File: config.mk
export PLATFORM = sky130hd
export DESIGN_NAME = i2s_receiver
export DESIGN_NICKNAME = d
export VERILOG_FILES = /design/src/rtl/i2s_receiver.sv
export SDC_FILE = /design/constraint.sdc
export NUM_CORES = 1
export LEC_CHECK = 0
export BUFFER_PORTS_ARGS = -buffer_cell sky130_fd_sc_hd__buf_2
export CAP_MARGIN = 15
export CORE_ASPECT_RATIO = 0.9
export CORE_MARGIN = 4
export CORE_UTILIZATION = 60
export DETAILED_ROUTE_END_ITERATION = 7
export PLACE_DENSITY = 0.85
export SYNTH_ARGS = -nofsm -noshare
export SYNTH_HDL_FRONTEND = slang
export SYNTH_SLANG_ARGS = --single-unit
File: constraint.sdc
create_clock -name Clock -period 4.6 [get_ports Clock]
set_clock_uncertainty 0.1 [all_clocks]
set_input_delay 0.46 -clock Clock [delete_from_list [all_inputs] [get_ports Clock]]
set_output_delay 0.46 -clock Clock [all_outputs]
set_load 0.005 [all_outputs]
File: src/rtl/i2s_receiver.sv
// -----------------------------------------------------------------------------
// i2s_receiver
//
// Purpose:
//   Receives a standard I2S stream (one-bit-delayed word select, MSB first)
//   and presents each completed stereo frame as {left, right} on Rx with a
//   Valid/Ready handshake. SCLK, LRCLK and SD are asynchronous to Clock and are
//   oversampled (Clock must run at least 4x SCLK).
//
// Ports:
//   Clock     in   system clock, rising edge
//   nReset    in   asynchronous active-low reset
//   onOff     in   receive enable; low forces idle and drops partial frames
//   SCLK      in   I2S bit clock (asynchronous)
//   LRCLK     in   I2S word select, 0 = left slot, 1 = right slot
//   SD        in   I2S serial data, MSB first
//   Rx        out  last completed frame {left, right}, left in upper WIDTH bits
//   Valid     out  Rx holds a frame not yet accepted by the consumer
//   Ready     in   consumer accepts Rx in a cycle with Valid & Ready
//   Overrun   out  sticky: a completed frame replaced an unaccepted one
//   FrameErr  out  one-cycle pulse: a slot length differed from WIDTH
// -----------------------------------------------------------------------------
module i2s_receiver #(
  parameter int WIDTH = 16
) (
  input  logic               Clock,
  input  logic               nReset,
  input  logic               onOff,
  input  logic               SCLK,
  input  logic               LRCLK,
  input  logic               SD,
  output logic [2*WIDTH-1:0] Rx,
  output logic               Valid,
  input  logic               Ready,
  output logic               Overrun,
  output logic               FrameErr
);

  // Slot counter must be able to hold 2*WIDTH (its saturation value).
  localparam int CNT_W = $clog2(2 * WIDTH + 1);
  localparam logic [CNT_W-1:0] CNT_ONE  = CNT_W'(1);
  localparam logic [CNT_W-1:0] CNT_MAX  = CNT_W'(2 * WIDTH);
  localparam logic [CNT_W-1:0] SLOT_LEN = CNT_W'(WIDTH);

  localparam logic [1:0] SYNC_WAIT = 2'd0;
  localparam logic [1:0] RX_LEFT   = 2'd1;
  localparam logic [1:0] RX_RIGHT  = 2'd2;

  // ---------------------------------------------------------------------------
  // Input synchronizers and SCLK edge detection
  // ---------------------------------------------------------------------------
  logic [1:0] sclk_sync_r;
  logic [1:0] lr_sync_r;
  logic [1:0] sd_sync_r;
  logic       sclk_prev_r;

  // Two-flop synchronizers for all three I2S pins plus SCLK history flop.
  always_ff @(posedge Clock or negedge nReset) begin
    if (!nReset) begin
      sclk_sync_r <= 2'b00;
      lr_sync_r   <= 2'b00;
      sd_sync_r   <= 2'b00;
      sclk_prev_r <= 1'b0;
    end else begin
      sclk_sync_r <= {sclk_sync_r[0], SCLK};
      lr_sync_r   <= {lr_sync_r[0], LRCLK};
      sd_sync_r   <= {sd_sync_r[0], SD};
      sclk_prev_r <= sclk_sync_r[1];
    end
  end

  logic sclk_rise_s;
  logic lr_s;
  logic sd_s;

  // LRCLK and SD travel through the same synchronizer depth as SCLK, so the
  // values seen in the rise cycle are the ones present at the pin edge.
  assign sclk_rise_s = sclk_sync_r[1] & ~sclk_prev_r;
  assign lr_s        = lr_sync_r[1];
  assign sd_s        = sd_sync_r[1];

  // ---------------------------------------------------------------------------
  // Receive state
  // ---------------------------------------------------------------------------
  logic [1:0]         state_r;
  logic [1:0]         state_nxt_s;
  logic [WIDTH-2:0]   shift_r;     // previous WIDTH-1 bits; current bit completes a word
  logic [CNT_W-1:0]   slot_cnt_r;  // rises since the last LRCLK change
  logic               lr_prev_r;   // LRCLK level sampled on the previous rise
  logic [WIDTH-1:0]   left_r;
  logic [2*WIDTH-1:0] frame_r;
  logic               done_r;

  logic             lr_change_s;
  logic             lr_fall_s;
  logic             lr_rise_s;
  logic             slot_ok_s;
  logic [WIDTH-1:0] word_s;
  logic             latch_left_s;
  logic             frame_done_s;
  logic             frame_err_s;

  // The rise that first shows a new LRCLK level carries the LSB of the slot
  // that just ended, so the word is the stored bits plus the current bit and
  // the count checked is the one from before the restart.
  assign lr_change_s = lr_s ^ lr_prev_r;
  assign lr_fall_s   = lr_change_s & ~lr_s;
  assign lr_rise_s   = lr_change_s & lr_s;
  assign slot_ok_s   = (slot_cnt_r == SLOT_LEN);
  assign word_s      = {shift_r, sd_s};

  // Next-state decode for the slot framing state machine.
  always_comb begin
    state_nxt_s  = state_r;
    latch_left_s = 1'b0;
    frame_done_s = 1'b0;
    frame_err_s  = 1'b0;
    if (!onOff) begin
      state_nxt_s = SYNC_WAIT;
    end else if (sclk_rise_s) begin
      case (state_r)
        SYNC_WAIT: begin
          if (lr_fall_s) begin
            state_nxt_s = RX_LEFT;
          end else begin
            state_nxt_s = SYNC_WAIT;
          end
        end
        RX_LEFT: begin
          if (lr_rise_s) begin
            if (slot_ok_s) begin
              latch_left_s = 1'b1;
              state_nxt_s  = RX_RIGHT;
            end else begin
              frame_err_s = 1'b1;
              state_nxt_s = SYNC_WAIT;
            end
          end else begin
            state_nxt_s = RX_LEFT;
          end
        end
        RX_RIGHT: begin
          if (lr_fall_s) begin
            if (slot_ok_s) begin
              frame_done_s = 1'b1;
              state_nxt_s  = RX_LEFT;
            end else begin
              frame_err_s = 1'b1;
              state_nxt_s = SYNC_WAIT;
            end
          end else begin
            state_nxt_s = RX_RIGHT;
          end
        end
        default: begin
          state_nxt_s = SYNC_WAIT;
        end
      endcase
    end else begin
      state_nxt_s = state_r;
    end
  end

  // Framing state, shift register, slot counter and assembled frame.
  always_ff @(posedge Clock or negedge nReset) begin
    if (!nReset) begin
      state_r    <= SYNC_WAIT;
      shift_r    <= '0;
      slot_cnt_r <= '0;
      lr_prev_r  <= 1'b0;
      left_r     <= '0;
      frame_r    <= '0;
      done_r     <= 1'b0;
      FrameErr   <= 1'b0;
    end else begin
      state_r  <= state_nxt_s;
      done_r   <= frame_done_s;
      FrameErr <= frame_err_s;
      // LRCLK history keeps tracking while disabled so that re-enabling in
      // the middle of a right slot still catches the next falling change.
      if (sclk_rise_s) begin
        lr_prev_r <= lr_s;
      end
      if (!onOff) begin
        shift_r    <= '0;
        slot_cnt_r <= '0;
        left_r     <= '0;
      end else if (sclk_rise_s) begin
        shift_r <= word_s[WIDTH-2:0];
        if (lr_change_s) begin
          slot_cnt_r <= CNT_ONE;
        end else if (slot_cnt_r != CNT_MAX) begin
          slot_cnt_r <= slot_cnt_r + CNT_ONE;
        end
        if (latch_left_s) begin
          left_r <= word_s;
        end
        if (frame_done_s) begin
          frame_r <= {left_r, word_s};
        end
      end
    end
  end

  // ---------------------------------------------------------------------------
  // Output register and handshake
  // ---------------------------------------------------------------------------

  // A new frame always wins over a same-cycle acceptance; only a frame that
  // lands on an unaccepted one flags Overrun.
  always_ff @(posedge Clock or negedge nReset) begin
    if (!nReset) begin
      Rx      <= '0;
      Valid   <= 1'b0;
      Overrun <= 1'b0;
    end else if (done_r && onOff) begin
      Rx    <= frame_r;
      Valid <= 1'b1;
      if (Valid && !Ready) begin
        Overrun <= 1'b1;
      end
    end else if (Valid && Ready) begin
      Valid <= 1'b0;
    end
  end

endmodule
Yosys cells after proc, flatten, opt, wreduce, memory -nomap -nowiden
Index checks and enable logic that the tools add are counted.
{"block": "op_classes", "n_addsub": 1, "n_eq_ne": 7, "n_mux": 34, "n_bitwise": 6, "n_reduce_logical": 10}
{"operator": "16-bit two-way mux", "count": 3}
{"operator": "15-bit two-way mux", "count": 2}
{"operator": "6-bit two-way mux", "count": 4}
{"operator": "1-bit two-way mux", "count": 18}
{"operator": "2-bit two-way mux", "count": 5}
{"operator": "6-bit by 1-bit adder with 6-bit output, second input constant", "count": 1}
{"operator": "6-bit by 5-bit == test with 1-bit output, second input constant", "count": 1}
{"operator": "6-bit != test, second input constant", "count": 1}
{"operator": "2-bit one-hot mux with 3 select lines", "count": 1}
{"operator": "2-bit AND reduction", "count": 3}
{"operator": "2-bit by 1-bit != test with 1-bit output, second input constant", "count": 2}
{"operator": "1-bit bitwise AND", "count": 3}
{"operator": "1-bit logical AND", "count": 3}
{"operator": "3-bit by 1-bit != test with 1-bit output, second input constant", "count": 1}
{"operator": "3-bit AND reduction", "count": 1}
{"operator": "2-bit by 1-bit == test with 1-bit output, second input constant", "count": 1}
{"operator": "2-bit == test, second input constant", "count": 1}
{"operator": "2-bit zero test", "count": 1}
{"operator": "1-bit NOT", "count": 2}
{"operator": "1-bit one-hot mux with 2 select lines", "count": 1}
{"operator": "2-bit nonzero test", "count": 1}
{"operator": "1-bit zero test", "count": 1}
{"operator": "1-bit bitwise XOR", "count": 1}
{"block": "word_totals", "ff_bits": 115, "in_bits": 7, "out_inout_bits": 35, "elab_cells": 73}

Longest topological paths before layout
{"block": "depth", "depth_word": 9, "depth_mapped": 6}

Worst setup path after synthesis
Ideal clock, no wire load.
{"block": "synth_path", "kind": "register to register", "from": "register slot_cnt_r[0]", "to": "register frame_r[17]", "arrival_ps": 1941, "setup_slack_ps": 2434, "stages_incl_launch_ff": 7, "path_buffers": 1, "cell_sequence": "dfrtp_1 inv_1 ha_1 or3b_4 nor4_4 buf_6 mux2_2"}
{"block": "synth_between", "elab_chain_len": 7}
{"item": "start: declaration", "line_no": "88", "source": "logic [CNT_W-1:0] slot_cnt_r;"}
{"item": "start signal: assignment", "line_no": "193", "source": "slot_cnt_r <= slot_cnt_r + CNT_ONE;"}
{"item": "6-bit by 5-bit == test with 1-bit output", "line_no": "109", "source": "assign slot_ok_s = (slot_cnt_r == SLOT_LEN);"}
{"item": "1-bit two-way mux", "line_no": "144", "source": "if (slot_ok_s) begin"}
{"item": "1-bit two-way mux", "line_no": "143", "source": "if (lr_fall_s) begin"}
{"item": "1-bit two-way mux", "line_no": "121", "source": "case (state_r)"}
{"item": "1-bit two-way mux", "line_no": "120", "source": "end else if (sclk_rise_s) begin"}
{"item": "1-bit two-way mux", "line_no": "118", "source": "if (!onOff) begin"}
{"item": "3-bit AND reduction (no source line)"}
{"item": "end signal: assignment", "line_no": "199", "source": "frame_r <= {left_r, word_s};"}
{"item": "end: declaration", "line_no": "91", "source": "logic [2*WIDTH-1:0] frame_r;"}
No other way between the ends.
A chain may end at the register's enable or synchronous reset.

Worst setup path in the final report
{"block": "layout_path", "from": "register slot_cnt_r[0]", "to": "register left_r[3]"}
{"block": "layout_between", "elab_chain_len": 8}
{"item": "6-bit by 5-bit == test with 1-bit output", "line_no": "109"}
{"item": "1-bit two-way mux", "line_no": "131", "source": "if (slot_ok_s) begin"}
{"item": "1-bit two-way mux", "line_no": "130", "source": "if (lr_rise_s) begin"}
{"item": "1-bit two-way mux", "line_no": "121"}
{"item": "1-bit two-way mux", "line_no": "120"}
{"item": "1-bit two-way mux", "line_no": "118"}
{"item": "2-bit by 1-bit != test with 1-bit output (no source line)"}
{"item": "2-bit AND reduction (no source line)"}
{"item": "end signal: assignment", "line_no": "196", "source": "left_r <= word_s;"}
{"item": "end: declaration", "line_no": "90", "source": "logic [WIDTH-1:0] left_r;"}
No other way between the ends.

==> impl_metrics.tcl <==
set metrics [dict create \
    min_period_over_period_pct 55.60 \
    place_ws_ns 2.051 \
    r2r_start "slot_cnt_r[0]" \
    io_pins 42 \
    synth-adder-area-share_pct 2.132 \
    layout_setup_ws_ns 2.043 \
    gr-total-overflow 0 \
    synth_flop_cell "dfrtp_1" \
    clk_pin_slew_worst_paths_ns 0.05 \
    cp_max_fo 16 \
    post_cts_buffers 0 \
    crit_required_ns 4.91 \
    ctsHoldBuffers 3 \
    port_buffers 41 \
    dp_hpwl_mm 5.285 \
    fin_tns_setup_ns 0 \
    hp-class "in -> async" \
    maxCapViolations 0 \
    cts_buffer_depth 2 \
    synth_xor_area_share_pct 0 \
    nets 432 \
    grt-busiest-layer "met2" \
    netlist_instances 370 \
    layout_common_cells "dfrtp_1 (115), nand2_1 (71), mux2_2 (62), buf_2 (40), mux2i_1 (17)" \
    vias_per_cell 5.572 \
    period_minus_slack_ns 2.557 \
    fmax_mhz 391.0 \
    fillers 495 \
    finalHoldViolCount 0 \
    async_flop_share_pct 100.0 \
    netlist_area_um2 4695 \
    grt_max_degree 84 \
    synth_seq_cells 115 \
    drive_above_1_share_pct 32.56 \
    wl_per_cell_um 15.93 \
    cts_buffers 17 \
    r2r_cells 5 \
    ctsResizeCount 0 \
    synth.mux.area_fraction_pct 18.98 \
    die_h_um 91.92 \
    dieArea_um2 9305 \
    tightest_slew_ns 1.054 \
    leakage_nw 2.860 \
    synth_cell_types 40 \
    fp.dieW_um 101.2 \
    synth_simple_gate_area_share_pct 10.05 \
    gp_congestion 0.8099 \
    clk_latency_ns 0.51 \
    syn_area_per_cell_um2 12.69 \
    cts_htree_levels 4 \
    wirelength_mm 8.378 \
    dr.first_iter.drc_count 132 \
    final_max_slew_viol_count 0 \
    antenna_found_initial 0 \
    first_pass_iters 5 \
    end_kind "register" \
    ant_nets 0 \
    rows 30 \
    synth_compound_area_share_pct 4.451 \
    cts.root.buffer_cell "clkbuf_8" \
    grt_use_met2_pct 31.26 \
    synth_fp_nets 385 \
    tritoncts "built" \
    met1_usage_pct 27.74 \
    yosys.area.top_type "dfrtp_1" \
    synth_area_leaders "dfrtp_1 (61%), mux2_2 (15%), nand2_1 (5.7%)" \
    status "completed" \
    final_core_util_pct 73.47 \
    grt_pass1_wl_mm 14.68 \
    path_class "reg -> reg" \
    diodes 0 \
    dp_cells 491 \
    cts_sinks 115 \
    drc 0 \
    max_slew_margin_pct 29.53 \
    synthToLayoutAreaGrowth_pct 18.66 \
    fin_cells 526 \
    yosysTopAreaCellShare_pct 61.30 \
    synth_warnings 0 \
    grt_usage_pct 20.26 \
    setup_viol 0 \
    power.density_nw_per_um2 424.5 \
    core-area_um2 7582 \
    yosysSeqAreaShare_pct 61.30 \
    ir_worst_vdd_v 0.0002787 \
    rsz0062_at_grt "false" \
    crit_path_start "slot_cnt_r[0]" \
    synth_edf_count 0 \
    startpoint_type "register" \
    synth_top_family_by_area "multiplexers" \
    num_vias 2931 \
    use_met3_pct 6.616 \
    mostFrequentLayoutCell "dfrtp_1" \
    arrival_ns 2.86 \
    start_util_pct 61.91 \
    grt_pass1_vias 2944 \
]
-- power by group --
part           leakage [nW]  internal, mW  switching, mW
logic                 0.984        0.0160         0.0484
clock network         0.288         0.848          0.428
registers              1.59          1.02        0.00469
-- worst max-delay path, cell delays in order (launching register included) --
cell and delay (ns):
dfrtp_1 0.42, inv_1 0.09, ha_1 0.15, nor3b_1 0.42, nand3_1 0.86, mux2i_1 0.40
-- worst paths after layout --
| kind | endpoint | slack, ns |
|---|---|---|
| setup / recovery | left_r[3] | 2.04 |
| hold / removal | Rx[18] | 0.03 |
| setup reg to reg | left_r[3] | 2.04 |
| hold reg to reg | sd_sync_r[1] | 0.24 |
| max in group asynchronous | shift_r[6] | 3.38 |
| min in group Clock | Valid | 0.15 |
-- cell type report --
class	count	area [um^2]	area share (%)
repair buffers	49	275.3	4.942
flip-flops and latches	115	2878	51.66
clock inverters	10	131.4	2.358
multi-input cells	223	1672	30.01
clock buffers	22	452.9	8.131
well taps	96	120.1	2.156
inverters	11	41.29	0.7412
-- metrics by stage --
step                area (um^2)  total power, mW  hold WS, ns
global route               5570            2.450      0.08260
floorplan                  4695            1.073      0.06441
CTS                        5570            2.386      0.05149
finish                     5570            2.364      0.02991
global placement           4956            1.102       0.2349
detailed placement         4956            1.104       0.2347
-- routing by layer --
metal	vias to the layer above	wire length (um)
met1	1469	3760
li1	1379	-
met2	70	4071
met5	-	0
met4	0	83
met3	13	463
-- cell usage after synthesis (2+ instances only) --
library cell / number
a31oi_1: 2
o211ai_1: 2
inv_1: 11
mux2_2: 62
nand2b_1: 3
a21oi_1: 16
a211oi_1: 3
nor2_1: 3
clkbuf_1: 16
nand3_1: 8
buf_2: 2
dfrtp_1: 115
buf_6: 3
mux2_1: 2
ha_1: 8
nand3b_1: 2
nor2b_1: 2
mux2i_1: 17
nand2_1: 71
nand4_1: 2
-- cells by family after synthesis --
kind of cell,after synthesis
muxes,81
buffers and inverters,32
DFF,115
adders and majority gates,8
AOI/OAI and AO/OA,33
and+or+nand+nor,101
-- flip-flops by register name (all words and copies together) (netlist names) --
register     count
FrameErr         1
Overrun          1
Rx              32
Valid            1
done_r           1
frame_r         32
left_r          16
lr_prev_r        1
lr_sync_r        2
sclk_prev_r      1
sclk_sync_r      2
sd_sync_r        2
shift_r         15
slot_cnt_r       6
state_r          2
(Power assumes the default switching activity.)
